## config.mk

```make
export PLATFORM = sky130hd
export DESIGN_NAME = skid_buffer_struct
export DESIGN_NICKNAME = d
export VERILOG_FILES = /design/src/rtl/skid_buffer_struct_pkg.sv /design/src/rtl/skid_buffer_struct_reg.sv /design/src/rtl/skid_buffer_struct.sv
export SDC_FILE = /design/constraint.sdc
export NUM_CORES = 1
export LEC_CHECK = 0
export ABC_AREA = 1
export CAP_MARGIN = 20
export CORE_UTILIZATION = 49
export CTS_CLUSTER_DIAMETER = 60
export DETAILED_ROUTE_END_ITERATION = 16
export GPL_ROUTABILITY_DRIVEN = 0
export PLACE_DENSITY = 0.81
export SLEW_MARGIN = 10
export SYNTH_ARGS = -nofsm -noshare
export SYNTH_HDL_FRONTEND = slang
export SYNTH_SLANG_ARGS = --single-unit
```

## constraint.sdc

```tcl
create_clock -name clk -period 1.7 [get_ports clk]
set_input_delay 0.34 -clock clk [delete_from_list [all_inputs] [get_ports clk]]
set_output_delay 0.34 -clock clk [all_outputs]
set_load 0.02 [all_outputs]
```

## src/rtl/skid_buffer_struct_pkg.sv

```systemverilog
// Shared types for the skid buffer: occupancy state encoding and an example
// tagged payload that stream stages can carry through the buffer.
package skid_buffer_struct_pkg;

    // Bit 0 = main entry valid, bit 1 = skid entry valid, so the handshake
    // outputs are taken straight from state flops.
    typedef enum logic [1:0] {
        EMPTY = 2'b00,
        ONE   = 2'b01,
        FULL  = 2'b11
    } state_t;

    typedef struct packed {
        logic [3:0]  tag;
        logic [15:0] d;
    } tagged_word_t;

endpackage

```

## src/rtl/skid_buffer_struct_reg.sv

```systemverilog
// Enable-load register with asynchronous clear, used for both the main and
// the skid payload entries of the skid buffer.
module skid_reg #(
    parameter type T = logic [7:0]
) (
    input  logic clk,
    input  logic reset,
    input  logic load,
    input  T     d,
    output T     q
);

    always_ff @(posedge clk or posedge reset) begin
        if (reset) begin
            q <= '0;
        end else if (load) begin
            q <= d;
        end
    end

endmodule

```

## src/rtl/skid_buffer_struct.sv

```systemverilog
// Two-entry valid/ready register slice: registers the forward valid/data path
// and the backward ready path while sustaining one transfer per cycle.
module skid_buffer_struct
    import skid_buffer_struct_pkg::*;
#(
    parameter type T = logic [7:0]
) (
    input  logic clk,
    input  logic reset,
    input  logic valid_in,
    output logic ready_in,
    input  T     data_in,
    output logic valid_out,
    input  logic ready_out,
    output T     data_out
);

    state_t     state;
    state_t     state_next;
    logic [1:0] state_bits;
    logic       skid_valid;
    logic       accept;
    logic       fire;
    logic       main_load;
    logic       main_from_skid;
    logic       skid_load;
    T           main_d;
    T           skid_q;

    assign state_bits = state;
    assign valid_out  = state_bits[0];
    assign skid_valid = state_bits[1];
    assign ready_in   = !skid_valid;

    assign accept = valid_in && ready_in;
    assign fire   = valid_out && ready_out;

    always_ff @(posedge clk or posedge reset) begin
        if (reset) begin
            state <= EMPTY;
        end else begin
            state <= state_next;
        end
    end

    always_comb begin
        state_next     = state;
        main_load      = 1'b0;
        main_from_skid = 1'b0;
        skid_load      = 1'b0;
        case (state)
            EMPTY: begin
                if (accept) begin
                    state_next = ONE;
                    main_load  = 1'b1;
                end
            end
            ONE: begin
                // Simultaneous in/out keeps occupancy at one: refill main directly.
                if (accept && fire) begin
                    main_load = 1'b1;
                end else if (accept) begin
                    state_next = FULL;
                    skid_load  = 1'b1;
                end else if (fire) begin
                    state_next = EMPTY;
                end
            end
            FULL: begin
                if (fire) begin
                    state_next     = ONE;
                    main_load      = 1'b1;
                    main_from_skid = 1'b1;
                end
            end
            default: begin
                state_next = EMPTY;
            end
        endcase
    end

    assign main_d = main_from_skid ? skid_q : data_in;

    skid_reg #(.T(T)) u_main (
        .clk   (clk),
        .reset (reset),
        .load  (main_load),
        .d     (main_d),
        .q     (data_out)
    );

    skid_reg #(.T(T)) u_skid (
        .clk   (clk),
        .reset (reset),
        .load  (skid_load),
        .d     (data_in),
        .q     (skid_q)
    );

`ifndef SYNTHESIS
    a_hold_stable : assert property (@(posedge clk) disable iff (reset)
        (valid_out && !ready_out) |=> (valid_out && $stable(data_out)))
        else $error("skid_buffer_struct: output changed while stalled");

    a_skid_implies_main : assert property (@(posedge clk) disable iff (reset)
        skid_valid |-> valid_out)
        else $error("skid_buffer_struct: skid entry held without main entry");
`endif

endmodule

```

==> metrics.md <==
| Metric | Value |
|---|---|
| Final min period | 1.63 ns |
| Max-cap violation count | 0 |
| Fin area | 1290 um^2 |
| Pre-CTS setup slack | 0.0755 ns |
| Crit path cell chain | clkdlybuf4s50_1 |
| Multiplexer share of the synthesized area | 0% |
| Post-DP HPWL | 1490 um |
| Setup CP Type | flip-flop to primary output |
| Hold Path Class | input port to async pin |
| Area growth syn-to-layout | 27.4% |
| Final setup vio count | 0 |
| Clock transition at the registers of the reported paths | 0.11 ns |
| Final wirelength | 1900 um |
| Setup ws final | 0.0696 ns |
| Most frequent cells in the layout | nand2_1 (38), clkdlybuf4s50_1 (19), dfrtp_1 (18) |
| Clock sinks | 18 |
| Ys Warns | 0 |
| Clock Latency Late Sink | 0.30 ns |
| Routed vias/inst | 4.79 |
| Final ANT Viol Nets | 0 |
| First-pass DRT Iterations | 3 |
| # rows | 16 |
| Kind of cell adding the most delay to the critical path | buffers and inverters |
| Initial antenna violation count | 0 |
| Post-CTS Hold Buffers | 0 |
| Worst EP arrival | 1.29 ns |
| Max Fclk | 613 MHz |
| Clock root buffer | clkbuf_4 |
| Clock Skew | 0.00789 ns |
| Seq/Total Area, Yosys | 44.4% |
| Maximum vdd ir drop | 1.08 mV |
| Die X | 47.5 um |
| Synth unique cells | 19 |
| Max Slew Vio Count | 0 |
| Via Count | 858 |
| Adder-Cell Fraction of Synth Area | 6.17% |
| Synth Area in Simple Gates | 33.4% |
| Port Buffers | 21 |
| Buffer and inverter count on the worst path | 1 |
| Worst-Margin Slew | 0.394 ns |
| Final hold violations | 0 |
| Number of global-route vias before repair | 771 |
| TNS Setup | 0 ns |
| Part of the cycle the worst path needs | 95.9% |
| Synth Net Count | 143 |
| Wire length of the first global-routing pass | 3120 um |
| Critical path required time | 1.36 ns |
| Initial drt markers | 4 |
| Post-CTS setup buffer count | 0 |
| TritonCTS clock tree | done |
| Unrepaired setup endpoints after global routing | false |
| Num ports | 22 |
| FF+latch count, synth | 18 |
| Status | completed |
| Largest family of logic cells by synthesized area | simple AND/OR/NAND/NOR gates |
| Synth Area in Compound Gates | 7.40% |
| CP Max Fanout | 2 |
| Die Ht | 47.5 um |
| Post-CTS sizing | 2 |
| Post-Synth XOR/XNOR Area | 0% |
| Synthesized area per cell | 8.05 um^2 |
| Mapped Area | 1010 um^2 |
| Area after DPL | 1260 um^2 |
| Total CTS buffers | 3 |
| Commonest non-fill, non-tap cell in the layout | nand2_1 |
| Slew HR | 73.5% |
| Synth Instances | 126 |
| CP Capture Type | primary output |
| Share of layout cells above drive strength 1 | 11.2% |
| Die ar. | 2260 um^2 |
| Core footprint | 1960 um^2 |
| Startpoint types | flip-flop |
| # diodes | 0 |
| Max Root-Sink Buffers | 2 |
| PwrDens | 1710 nW/um^2 |
| CTS H-tree lvls | 1 |
| Total track usage | 19.6% |
| Nets | 170 |
| P_leak | 0.000672 uW |
| Largest net degree at the start of global routing | 19 |
| Worst path slowest cell | clkdlybuf4s50_1 |
| GRT overflow | 0 |
| Drt drc | 0 |
| Worst path max stage delay | 0.61 ns |
| Starting Density | 51.7% |
| Wire per inst | 10.6 um |
Yosys cell counts:
master / instances / area, um^2
inv_1: 14 / 52.6
nand2_4: 2 / 22.5
nor2_4: 1 / 11.3
ha_1: 5 / 62.6
nor2_2: 1 / 6.26
nand2_1: 38 / 143
clkinv_2: 1 / 5.00
nand2_2: 1 / 6.26
nand3_4: 2 / 35.0
dfrtp_1: 18 / 450
nand3_1: 15 / 75.1
clkinv_1: 1 / 3.75
buf_6: 2 / 22.5
inv_2: 1 / 3.75
o21ai_1: 3 / 15.0
a21oi_1: 6 / 30.0
nor2_1: 8 / 30.0
o21ai_0: 6 / 30.0
nand3_2: 1 / 10.0
flip-flops by register name (all words and copies together) (netlist names):
name / count
u_main.q: 8
state: 2
u_skid.q: 8
power breakdown:
| part | total, uW | switching, uW | internal (uW) | leakage [uW] |
|---|---|---|---|---|
| sequential | 761 | 126 | 635 | 0.000215 |
| combinational | 1180 | 704 | 476 | 0.000435 |
| clock | 265 | 134 | 131 | 0.0000210 |
| total | 2210 | 964 | 1240 | 0.000672 |
stage by stage:
step	utilization, %	hold slack [ns]	total power (uW)	std cells
6_report	65.9	0.361	2210	179
5_1_grt	65.9	0.395	2410	179
4_1_cts	65.9	0.369	2220	179
3_5_place_dp	64.2	0.458	1970	175
3_3_place_gp	64.2	0.457	1930	175
2_1_floorplan	-	0.279	1570	126
kinds of logic after synthesis:
kind of cell               count (synthesis)
adders and majority gates                  5
buffers and inverters                     19
and+or+nand+nor                           69
AOI/OAI and AO/OA                         15
DFF                                       18
layer usage:
layer / GRT usage [%] / part of all wire (%) / up-vias
met5: 0 / 0 / -
met4: 5.14 / 0.79 / 0
met3: 3.40 / 3.5 / 2
met2: 34.2 / 48 / 14
met1: 24.9 / 48 / 393
li1: - / - / 449
final timing paths:
| path | startpoint | to | slack (ns) | cells after the start |
|---|---|---|---|---|
| min in group clk | u_main.q[0] | u_main.q[0] | 0.48 | 2 |
| hold / removal | reset | u_main.q[7] | 0.36 | 3 |
| max in group asynchronous | reset | u_skid.q[0] | 1.14 | 3 |
| hold reg to reg | u_main.q[0] | u_main.q[0] | 0.48 | 2 |
| setup / recovery | u_main.q[5] | data_out[5] | 0.07 | 1 |
| setup reg to reg | state[0] | u_main.q[7] | 0.18 | 6 |
layout make-up:
class / count / area, um^2
clock buffers: 4 / 36.3
fillers: 175 / 669
inverters: 17 / 65.1
multi-input cells: 89 / 477
flip-flops and latches: 18 / 450
well taps: 27 / 33.8
repair buffers: 24 / 230
worst reg2reg max path, stage by stage (launching register included):
cell     delay [ns]
dfrtp_1        0.50
ha_1           0.31
nand3_2        0.11
buf_4          0.19
o21ai_0        0.19
nand3_1        0.10
nand2_1        0.07
(Power assumes the default switching activity.)
